**src/rtl/irq_pend_latch_pkg.sv**
```systemverilog
// irq_pend_latch_pkg
// Shared constants and helpers for the interrupt request capture stage.
//   N_REQ_DEF     : number of request lines (matches the 4-wide pEncoder4x2)
//   IDX_W         : width of a request index (ack_idx / encoder Q_out)
//   PRIO_TOP_IDX  : index of the highest-priority line; priority falls with index
//   idx_to_onehot : expands a request index into a one-hot bit vector
package irq_pend_latch_pkg;

    localparam int unsigned N_REQ_DEF    = 4;
    localparam int unsigned IDX_W        = 2;
    localparam int unsigned PRIO_TOP_IDX = N_REQ_DEF - 1;

    function automatic logic [N_REQ_DEF-1:0] idx_to_onehot(input logic [IDX_W-1:0] idx);
        logic [N_REQ_DEF-1:0] onehot;
        onehot      = '0;
        onehot[idx] = 1'b1;
        return onehot;
    endfunction

endpackage

```
**src/rtl/irq_pend_latch_sync_edge.sv**
```systemverilog
// irq_pend_latch_sync_edge
// One request line: SYNC_STAGES-deep flop synchroniser followed by a prev
// flop used for rising-edge detection.
//   clk       : sole clock
//   rst_n     : synchronous active-low reset
//   req_async : raw asynchronous request line
//   evt       : combinational event flag (rising edge or level, per EDGE_MODE)
module irq_pend_latch_sync_edge #(
    parameter int unsigned SYNC_STAGES = 2,
    parameter bit          EDGE_MODE   = 1'b1
) (
    input  logic clk,
    input  logic rst_n,
    input  logic req_async,
    output logic evt
);

    logic [SYNC_STAGES-1:0] sync_q;
    logic [SYNC_STAGES-1:0] sync_d;
    logic                   prev_q;
    logic                   prev_d;
    logic                   sync_last;

    assign sync_last = sync_q[SYNC_STAGES-1];

    always_comb begin
        sync_d = {sync_q[SYNC_STAGES-2:0], req_async};
        prev_d = sync_last;
    end

    always_ff @(posedge clk) begin
        if (!rst_n) begin
            sync_q <= '0;
            prev_q <= 1'b0;
        end else begin
            sync_q <= sync_d;
            prev_q <= prev_d;
        end
    end

    // prev_q clears on reset, so a line held high through reset is reported
    // once after release.
    always_comb begin
        evt = EDGE_MODE ? (sync_last & ~prev_q) : sync_last;
    end

endmodule

```
**src/rtl/irq_pend_latch.sv**
```systemverilog
// irq_pend_latch
// Captures events on four asynchronous request lines into pending bits that
// the consumer clears by index. The masked pending vector feeds the
// pEncoder4x2 D_in, so its Q_out/v name the top outstanding request.
//   clk      : sole clock
//   rst_n    : synchronous active-low reset
//   req_in   : asynchronous request lines, bit 3 highest priority
//   mask     : 1 hides a bit from pend_out/any_pend (capture still happens)
//   ack      : clear pending bit ack_idx at this edge
//   ack_idx  : index to clear, normally the encoder Q_out
//   clr_ovf  : clear all sticky overflow bits
//   pend_out : registered pending & ~mask
//   any_pend : registered OR of the masked pending vector
//   ovf      : sticky, event arrived while that bit was already pending
module irq_pend_latch
    import irq_pend_latch_pkg::*;
#(
    parameter int unsigned N_REQ       = N_REQ_DEF,
    parameter int unsigned SYNC_STAGES = 2,
    parameter bit          EDGE_MODE   = 1'b1
) (
    input  logic             clk,
    input  logic             rst_n,
    input  logic [N_REQ-1:0] req_in,
    input  logic [N_REQ-1:0] mask,
    input  logic             ack,
    input  logic [IDX_W-1:0] ack_idx,
    input  logic             clr_ovf,
    output logic [N_REQ-1:0] pend_out,
    output logic             any_pend,
    output logic [N_REQ-1:0] ovf
);

    logic [N_REQ-1:0] evt;
    logic [N_REQ-1:0] ack_clr;
    logic [N_REQ-1:0] pend_q;
    logic [N_REQ-1:0] pend_d;
    logic [N_REQ-1:0] ovf_q;
    logic [N_REQ-1:0] ovf_d;
    logic [N_REQ-1:0] pend_out_q;
    logic [N_REQ-1:0] pend_out_d;
    logic             any_pend_q;
    logic             any_pend_d;

    for (genvar i = 0; i < N_REQ; i++) begin : g_line
        irq_pend_latch_sync_edge #(
            .SYNC_STAGES (SYNC_STAGES),
            .EDGE_MODE   (EDGE_MODE)
        ) u_sync_edge (
            .clk       (clk),
            .rst_n     (rst_n),
            .req_async (req_in[i]),
            .evt       (evt[i])
        );
    end

    always_comb begin
        ack_clr    = '0;
        if (ack) begin
            ack_clr = idx_to_onehot(ack_idx);
        end
        // A new event in the ack cycle re-arms the bit, so nothing is lost.
        pend_d     = evt | (pend_q & ~ack_clr);
        // A fresh overflow outranks clr_ovf in the same cycle.
        ovf_d      = (ovf_q & ~{N_REQ{clr_ovf}}) | (evt & pend_q & ~ack_clr);
        // Outputs come from pend_q, giving one extra edge after pend updates.
        pend_out_d = pend_q & ~mask;
        any_pend_d = |(pend_q & ~mask);
    end

    always_ff @(posedge clk) begin
        if (!rst_n) begin
            pend_q     <= '0;
            ovf_q      <= '0;
            pend_out_q <= '0;
            any_pend_q <= 1'b0;
        end else begin
            pend_q     <= pend_d;
            ovf_q      <= ovf_d;
            pend_out_q <= pend_out_d;
            any_pend_q <= any_pend_d;
        end
    end

    assign pend_out = pend_out_q;
    assign any_pend = any_pend_q;
    assign ovf      = ovf_q;

endmodule

```
**config.mk**
```make
export PLATFORM = sky130hd
export DESIGN_NAME = irq_pend_latch
export DESIGN_NICKNAME = d
export VERILOG_FILES = /design/src/rtl/irq_pend_latch_pkg.sv /design/src/rtl/irq_pend_latch_sync_edge.sv /design/src/rtl/irq_pend_latch.sv
export SDC_FILE = /design/constraint.sdc
export NUM_CORES = 1
export LEC_CHECK = 0
export ABC_AREA = 1
export CAP_MARGIN = 10
export CORE_AREA = 2 2 47 49
export DETAILED_ROUTE_END_ITERATION = 6
export DIE_AREA = 0 0 49 51
export GPL_TIMING_DRIVEN = 0
export PLACE_DENSITY = 0.73
export SYNTH_ARGS = -nofsm -noshare
export SYNTH_HDL_FRONTEND = slang
export SYNTH_SLANG_ARGS = --single-unit
```
**constraint.sdc**
```tcl
create_clock -name clk -period 0.95 [get_ports clk]
set_clock_uncertainty 0.15 [all_clocks]
set_input_delay 0.095 -clock clk [delete_from_list [all_inputs] [get_ports clk]]
set_output_delay 0.095 -clock clk [all_outputs]
set_load 0.01 [all_outputs]
```
==> impl_summary.txt, run 1 <==
----------------------------------------------------
[Job]
  # Max-Cap Violations ... 0

[Placement]
  Number of input and output port buffers inserted ... 22
  HPWL reported at the end of detailed placement ... 1050 um
  Placer Congestion ... 0.813
  Pre-CTS setup slack ... -277 ps

[Pwr]
  Static leakage ... 0.593 nW
  Power per Cell Area ... 1420 nW/um^2
  Total power draw ... 1.72 mW
  Worst vdd rail ir drop ... 1030 uV

[Timing]
  Final hold violation count ... 0
  Worst slew margin ... 0.878
  Setup repair after global routing missed its margin ... true
  Setup TNS after final layout ... -386 ps
  Setup slack of the critical path after layout ... -56.4 ps
  Final Critical Period ... 1010 ps
  Setup violators final ... 9
  Worst-case hold slack ... 159 ps
  FMAX ... 994 MHz
  Number of pins exceeding their max-slew limit in the final report ... 0
  Pin slew with the least headroom to its limit ... 182 ps
  Fin crit share ... 1.06

[CTS]
  CTS sink count ... 25
  Clock buffer count from CTS ... 3
  Clock transition at the register clock pins on the worst setup and hold paths after CTS ... 120 ps
  Clock latency on the worst-skew pair ... 300 ps
  H-tree levels ... 1
  Max Buffers Root-to-Sink ... 2
  CTS tree ... built
  Clock Root Buffer ... sky130_fd_sc_hd__clkbuf_4

[Worst setup path]
  Required time reported for the critical path endpoint ... 700 ps
  Critical Path Max Stage Delay ... 350 ps
  CP Depth ... 1
  Top delay family on crit path ... flip-flops
  Minimum setup slack among reg-to-reg paths ... 40 ps
  Buffers & Inverters on Critical Path ... 1
  Type of the setup path with the least slack ... reg -> out
  Cell count of the worst reg-to-reg path ... 5
  Arrival time of data at the critical path endpoint ... 760 ps
  Startpoint kind of the worst setup timing path ... flop
  Worst reg2reg path endpoint ... ovf[1]
  Start point of the critical path ... ovf[0]
  Startpoint of the most critical register-to-register path ... ovf[1]
  Critical Path Sink ... ovf[0]
  List of cells traversed by the critical path ... buf_6
  Crit path max fanout ... 2
  Kind of end point of the critical path ... output pin
  CP max stage cell ... sky130_fd_sc_hd__dfxtp_2

[Synthesis]
  Area share of the leading cell type in the synthesized netlist ... 0.582
  Number of warning messages in the yosys log ... 0
  Cell count after synthesis ... 110
  Cell area after technology mapping ... 860 um^2
  Unique cell type count in the Yosys netlist ... 12
  Average footprint of a synthesized cell ... 7.81 um^2
  Synth top area cells ... sky130_fd_sc_hd__dfxtp_1 58%, sky130_fd_sc_hd__nand2_1 13%, sky130_fd_sc_hd__inv_1 10%
  Sequential cell area fraction in the yosys report ... 0.582
  Number of nets in the synthesized netlist ... 124
  Synth area leader ... sky130_fd_sc_hd__dfxtp_1
  Register bit count reported by yosys ... 25

[Route]
  Via total after detailed routing ... 687
  Total iterations of the first detailed-routing run ... 4
  Number of nets with antenna violations after detailed routing ... 0
  Post-detailed-routing wire length ... 1420 um
  Number of DRC violations after detailed routing ... 0
  Post-DR vias/cell ... 4.09
  WL/cell ... 8.47 um
  Initial DRC Count ... 5

[Status]
  Result of the run ... finished, violations left
  Violated checks ... negative setup slack

[Global routing]
  Largest net degree at the start of global routing ... 14
  Global router's overall resource usage ... 0.131
  Antenna violations before repair ... 0
  Congestion Overflow GR ... 0
  Vias in the first global route ... 614
  Global-route wire length before repair ... 2500 um

[Die]
  Effective utilization at floorplan ... 0.417
  Total die area ... 2500 um^2
  Die outline height ... 51 um
  Number of top-level design ports ... 23
  Width of the chip ... 49 um
  Total core area ... 2060 um^2
  Row count ... 17

[Layout]
  Antenna diode count ... 0
  Final core area utilization ... 0.586
  Synth-to-layout area growth ... 40.6%
  Fraction of final layout cells with drive strength greater than 1 ... 0.286
  Post-layout nets ... 155
  Number of inserted filler cells in the final layout ... 190

[Min path]
  Worst Hold Class ... in -> reg

----------------------------------------------------
==> synthesized netlist by cell type <==
master,n
sky130_fd_sc_hd__nand2_1,30
sky130_fd_sc_hd__dfxtp_1,25
sky130_fd_sc_hd__inv_1,24
sky130_fd_sc_hd__nor2_1,16
sky130_fd_sc_hd__a21oi_1,4
sky130_fd_sc_hd__a21oi_2,3
sky130_fd_sc_hd__nand3_1,3
sky130_fd_sc_hd__buf_4,1
sky130_fd_sc_hd__buf_6,1
sky130_fd_sc_hd__inv_2,1
sky130_fd_sc_hd__nand3b_1,1
sky130_fd_sc_hd__o21ai_0,1
==> kinds of logic after synthesis <==
logic type,Yosys count,share of synthesized area
buffers and inverters,27,0.131
DFF,25,0.582
and+or+nand+nor,50,0.227
AOI/OAI and AO/OA,8,0.0597
==> routing by layer <==
| layer | vias up | share of wire | track usage |
|---|---|---|---|
| met2 | 21 | 0.49 | 0.221 |
| li1 | 375 | - | - |
| met1 | 291 | 0.43 | 0.148 |
| met5 | - | 0 | 0 |
| met3 | 0 | 0.070 | 0.0497 |
| met4 | 0 | 0 | 0.0571 |
==> repair_timing <==
| item | CTS | global route |
|---|---|---|
| resized for setup | 46 | 16 |
| buffers inserted | 0 | 4 |
| pin swaps | 0 | 4 |
| setup endpoints to repair | 9 | 13 |
| hold buffers | 0 | 0 |
==> layout make-up <==
cell class | instances | area (um^2) | area share
plain buffers | 2 | 18.8 | 0.0155
clock buffers | 4 | 26.3 | 0.0217
inverters | 25 | 93.8 | 0.0776
multi-input cells | 58 | 270 | 0.224
flip-flops and latches | 25 | 515 | 0.427
well taps | 28 | 35.0 | 0.0290
repair buffers | 26 | 249 | 0.206
==> through the flow <==
| step | instances | instance area [um^2] |
|---|---|---|
| 2_1_floorplan | 110 | 860 |
| 3_3_place_gp | 160 | 1110 |
| 3_5_place_dp | 160 | 1110 |
| 4_1_cts | 164 | 1130 |
| 5_1_grt | 168 | 1210 |
| 6_report | 168 | 1210 |
==> registers in the layout, summed over array words and instances, names as in the netlist <==
register / count
pend_out: 4
g_line.u_sync_edge.prev_q: 4
g_line.u_sync_edge.sync_q: 8
any_pend: 1
pend_q: 4
ovf: 4
==> tightest hold or removal path: stages <==
cell and delay, ps:
sky130_fd_sc_hd__clkdlybuf4s50_1 400, sky130_fd_sc_hd__nand2_1 60, sky130_fd_sc_hd__inv_1 30
==> power breakdown <==
group	internal (mW)	total [mW]	switching (mW)
sequential	1.09	1.10	0.0172
clock	0.163	0.442	0.279
combinational	0.0962	0.170	0.0736
total	1.35	1.72	0.370
==> worst min-delay path by stage <==
stage / startpoint / to / slack, ps / depth (start not counted)
after CTS: req_in[2] / g_line[2].u_sync_edge.sync_q[0] / 140 / 3
after global routing: req_in[0] / g_line[0].u_sync_edge.sync_q[0] / 160 / 3
after floorplan: rst_n / g_line[0].u_sync_edge.prev_q / 40 / 2
final: req_in[0] / g_line[0].u_sync_edge.sync_q[0] / 160 / 3
after detailed placement: g_line[1].u_sync_edge.sync_q[0] / g_line[1].u_sync_edge.sync_q[1] / 250 / 2
after global placement: g_line[1].u_sync_edge.sync_q[0] / g_line[1].u_sync_edge.sync_q[1] / 240 / 2
==> layout by cell type, fill, tap and decap left out, drive strengths merged <==
cell type / netlist / layout
o21ai: 1 / 1
dfxtp: 25 / 25
clkbuf: 0 / 4
nor2: 16 / 16
a21oi: 7 / 7
nand3: 3 / 3
inv: 25 / 25
nand3b: 1 / 1
clkdlybuf4s50: 0 / 13
buf: 2 / 15
nand2: 30 / 30
(Power assumes the default switching activity.)
==> run 2: changes to the inputs <==
Settings changed: CAP_MARGIN 10 to 20, SLEW_MARGIN set to 20.
==> results of run 2 <==
The final DEF is identical to that of run 1; final timing and power are the same.
==> run 3: changes to the inputs <==
Settings changed: CORE_AREA 2 2 47 49 to 2 2 46 48, CTS_BUF_LIST set to sky130_fd_sc_hd__clkbuf_2, DIE_AREA 0 0 49 51 to 0 0 48 50, PLACE_DENSITY 0.73 to 0.76.
==> run 3 against run 2 <==
The flow still finishes with violations (negative setup slack). Cell area fell by 2.0%. Die area fell by 4.0%. Clock power fell by 8.4%. Non-clock buffer count fell by 2. Via count rose by 4.4%. Critical path depth did not move. Global-route usage rose by 0.94 points.
==> impl_summary.txt, run 3 (synthesized netlist as in run 1, its figures left out) <==
----------------------------------------------------
[Placement]
  Placer Congestion ... 0.838 (+3.0%)
  HPWL reported at the end of detailed placement ... 1090 um (+3.9%)
  Cell Area, Placed ... 1110 um^2 (-0.11%)
  Number of input and output port buffers inserted ... 22 (unchanged)

[Timing]
  FMAX ... 931 MHz (-6.3%)
  Pin slew with the least headroom to its limit ... 211 ps (+29.3 ps)
  Setup violators final ... 9 (unchanged)
  Fin crit share ... 1.13 (+0.0712)
  Final hold violation count ... 0 (unchanged)
  Worst slew margin ... 0.859 (-0.0191)
  Final Critical Period ... 1070 ps (+67.6 ps)
  Setup slack of the critical path after layout ... -124 ps (-67.6 ps)
  Setup repair after global routing missed its margin ... true
  Number of pins exceeding their max-slew limit in the final report ... 0 (unchanged)

[Layout]
  Post-layout nets ... 153 (-1.3%)
  Fraction of final layout cells with drive strength greater than 1 ... 0.326 (+0.0404)
  Area of all placed cells without fillers ... 1180 um^2 (-2.0%)
  Number of flip-flops in the largest register ... 8 (unchanged)
  Final core area utilization ... 0.623 (+0.0372)
  Synth-to-layout area growth ... 37.8%
  Largest register by flop count ... g_line.u_sync_edge.sync_q
  Antenna diode count ... 0 (unchanged)
  Commonest cells after routing, fill and taps aside ... 26 x sky130_fd_sc_hd__nand2_1, 21 x sky130_fd_sc_hd__inv_1, 13 x sky130_fd_sc_hd__nor2_1, 13 x sky130_fd_sc_hd__dfxtp_1, 13 x sky130_fd_sc_hd__clkdlybuf4s50_1
  Commonest non-fill, non-tap cell in the layout ... sky130_fd_sc_hd__nand2_1
  Number of inserted filler cells in the final layout ... 153 (-19%)

[Worst setup path]
  Kind of end point of the critical path ... output pin
  Required time reported for the critical path endpoint ... 700 ps (about the same)
  Type of the setup path with the least slack ... reg -> out
  Startpoint kind of the worst setup timing path ... flop
  List of cells traversed by the critical path ... buf_6
  Arrival time of data at the critical path endpoint ... 830 ps (+70 ps)
  Critical Path Max Stage Delay ... 390 ps (+40 ps)
  Crit path max fanout ... 2 (unchanged)
  Buffers & Inverters on Critical Path ... 1 (unchanged)
  CP Depth ... 1 (unchanged)
  CP max stage cell ... sky130_fd_sc_hd__dfxtp_2
  Cell count of the worst reg-to-reg path ... 4 (-1)
  Top delay family on crit path ... flip-flops

[Global routing]
  Global-route wire length before repair ... 2360 um (-5.8%)
  Global router's overall resource usage ... 0.140 (+0.00936)
  Largest net degree at the start of global routing ... 14 (unchanged)
  Vias in the first global route ... 603 (-1.8%)
  Antenna violations before repair ... 0 (unchanged)
  Congestion Overflow GR ... 0 (unchanged)

[CTS]
  Clock latency on the worst-skew pair ... 340 ps (+40 ps)
  Clock transition at the register clock pins on the worst setup and hold paths after CTS ... 210 ps (+90 ps)
  CTS sink count ... 25 (unchanged)
  Max Buffers Root-to-Sink ... 2 (unchanged)
  H-tree levels ... 1 (unchanged)
  Clock Root Buffer ... sky130_fd_sc_hd__clkbuf_2
  CTS tree ... built
  Clock buffer count from CTS ... 3 (unchanged)

[Route]
  Via total after detailed routing ... 717 (+4.4%)
  WL/cell ... 9.18 um (+8.3%)
  Post-detailed-routing wire length ... 1510 um (+6.4%)
  Number of nets with antenna violations after detailed routing ... 0 (unchanged)
  Initial DRC Count ... 10 (+5)
  Total iterations of the first detailed-routing run ... 4 (unchanged)
  Number of DRC violations after detailed routing ... 0 (unchanged)
  Post-DR vias/cell ... 4.35 (+6.3%)

[Pwr]
  Worst vdd rail ir drop ... 936 uV (-9.1%)
  Internal power summed over all cells ... 1.29 mW (-4.2%)
  Power per Cell Area ... 1410 nW/um^2 (-0.35%)
  Clk pwr share ... 0.242 (-0.016)
  Sw Share ... 0.231 (+0.0155)
  Static leakage ... 0.585 nW (-1.4%)
  Register share of total power ... 0.660 (+0.017)
  Reported net switching power ... 388 uW (+4.7%)
  Combinational Power Share ... 0.098 (about the same)

[Die]
  Effective utilization at floorplan ... 0.452 (+0.0354)
  Row count ... 16 (-1)
  Width of the chip ... 48 um (-2.0%)
  Total die area ... 2400 um^2 (-4.0%)
  Total core area ... 1900 um^2 (-7.8%)
  Die outline height ... 50 um (-2.0%)
  Number of top-level design ports ... 23 (unchanged)

[Min path]
  Hold Path Stages ... 3 (unchanged)
  Worst Hold Class ... in -> reg

[Status]
  Result of the run ... finished, violations left
  Violated checks ... negative setup slack

[Job]
  # Max-Cap Violations ... 0 (unchanged)

----------------------------------------------------
[run 3: cell types whose count changed in the layout (fill, tap and decap cells not counted), moves of 3 or more]
cell | before | now
sky130_fd_sc_hd__nand2_1 | 29 | 26
sky130_fd_sc_hd__clkbuf_4 | 3 | 0
sky130_fd_sc_hd__nand2_2 | 1 | 4
sky130_fd_sc_hd__clkbuf_2 | 0 | 4
sky130_fd_sc_hd__buf_4 | 5 | 2
[run 3: layer usage]
metal	vias up	global-route usage	part of all wire	wire, um
met4	0	0.108	0.032	48
met1	303	0.153	0.40	610
met5	-	0	0	0
met3	7	0.0330	0.078	118
li1	373	-	-	-
met2	34	0.220	0.49	736
[run 3: worst reg2reg max path, stage by stage (launching register included)]
cell and delay, ps:
sky130_fd_sc_hd__dfxtp_2 380, sky130_fd_sc_hd__buf_6 100, sky130_fd_sc_hd__buf_4 120, sky130_fd_sc_hd__nand2_2 70
sky130_fd_sc_hd__a21oi_2 50
[run 3: through the flow]
step | total power, mW | instances | setup TNS (ps) | hold slack [ps] | worst slack (ps)
2_1_floorplan | 1.19 | 110 | 0 | 42.6 | 112
5_1_grt | 1.77 | 165 | -1790 | 66.1 | -199
3_3_place_gp | 1.28 | 159 | -5700 | 243 | -257
4_1_cts | 1.67 | 164 | -977 | 97.0 | -115
3_5_place_dp | 1.28 | 159 | -6010 | 246 | -272
6_report | 1.68 | 165 | -937 | 96.3 | -124
[run 3: worst paths after layout]
| kind | end | slack, ps | startpoint |
|---|---|---|---|
| setup / recovery | ovf[3] | -120 | ovf[3] |
| hold / removal | g_line[3].u_sync_edge.sync_q[0] | 100 | req_in[3] |
| setup reg to reg | ovf[3] | 10 | ovf[3] |
| hold reg to reg | g_line[3].u_sync_edge.sync_q[1] | 270 | g_line[3].u_sync_edge.sync_q[0] |
[run 3: area by class of cell]
class	instances	area (um^2)	area share
clock buffer	4	20.0	0.0169
inverter	25	93.8	0.0792
multi-input combinational	58	278	0.234
timing repair buffer	24	225	0.190
tap	27	33.8	0.0285
buffer	2	18.8	0.0158
sequential	25	515	0.435
[run 3: power groups by stage]
stage                     Sequential, mW  Combinational (mW)  Clock [mW]
after floorplan                     1.12              0.0700           0
after global placement              1.12               0.155           0
after detailed placement            1.12               0.160           0
after CTS                           1.10               0.156       0.409
after global routing                1.11               0.186       0.475
final                               1.11               0.165       0.405
[run 3: repair_timing]
action                                  in CTS  in global routing
resized for setup                           47                 20
pin swaps                                    0                  6
hold buffers                                 0                  0
setup buffers                                1                  1
endpoints found under the setup margin      11                 14
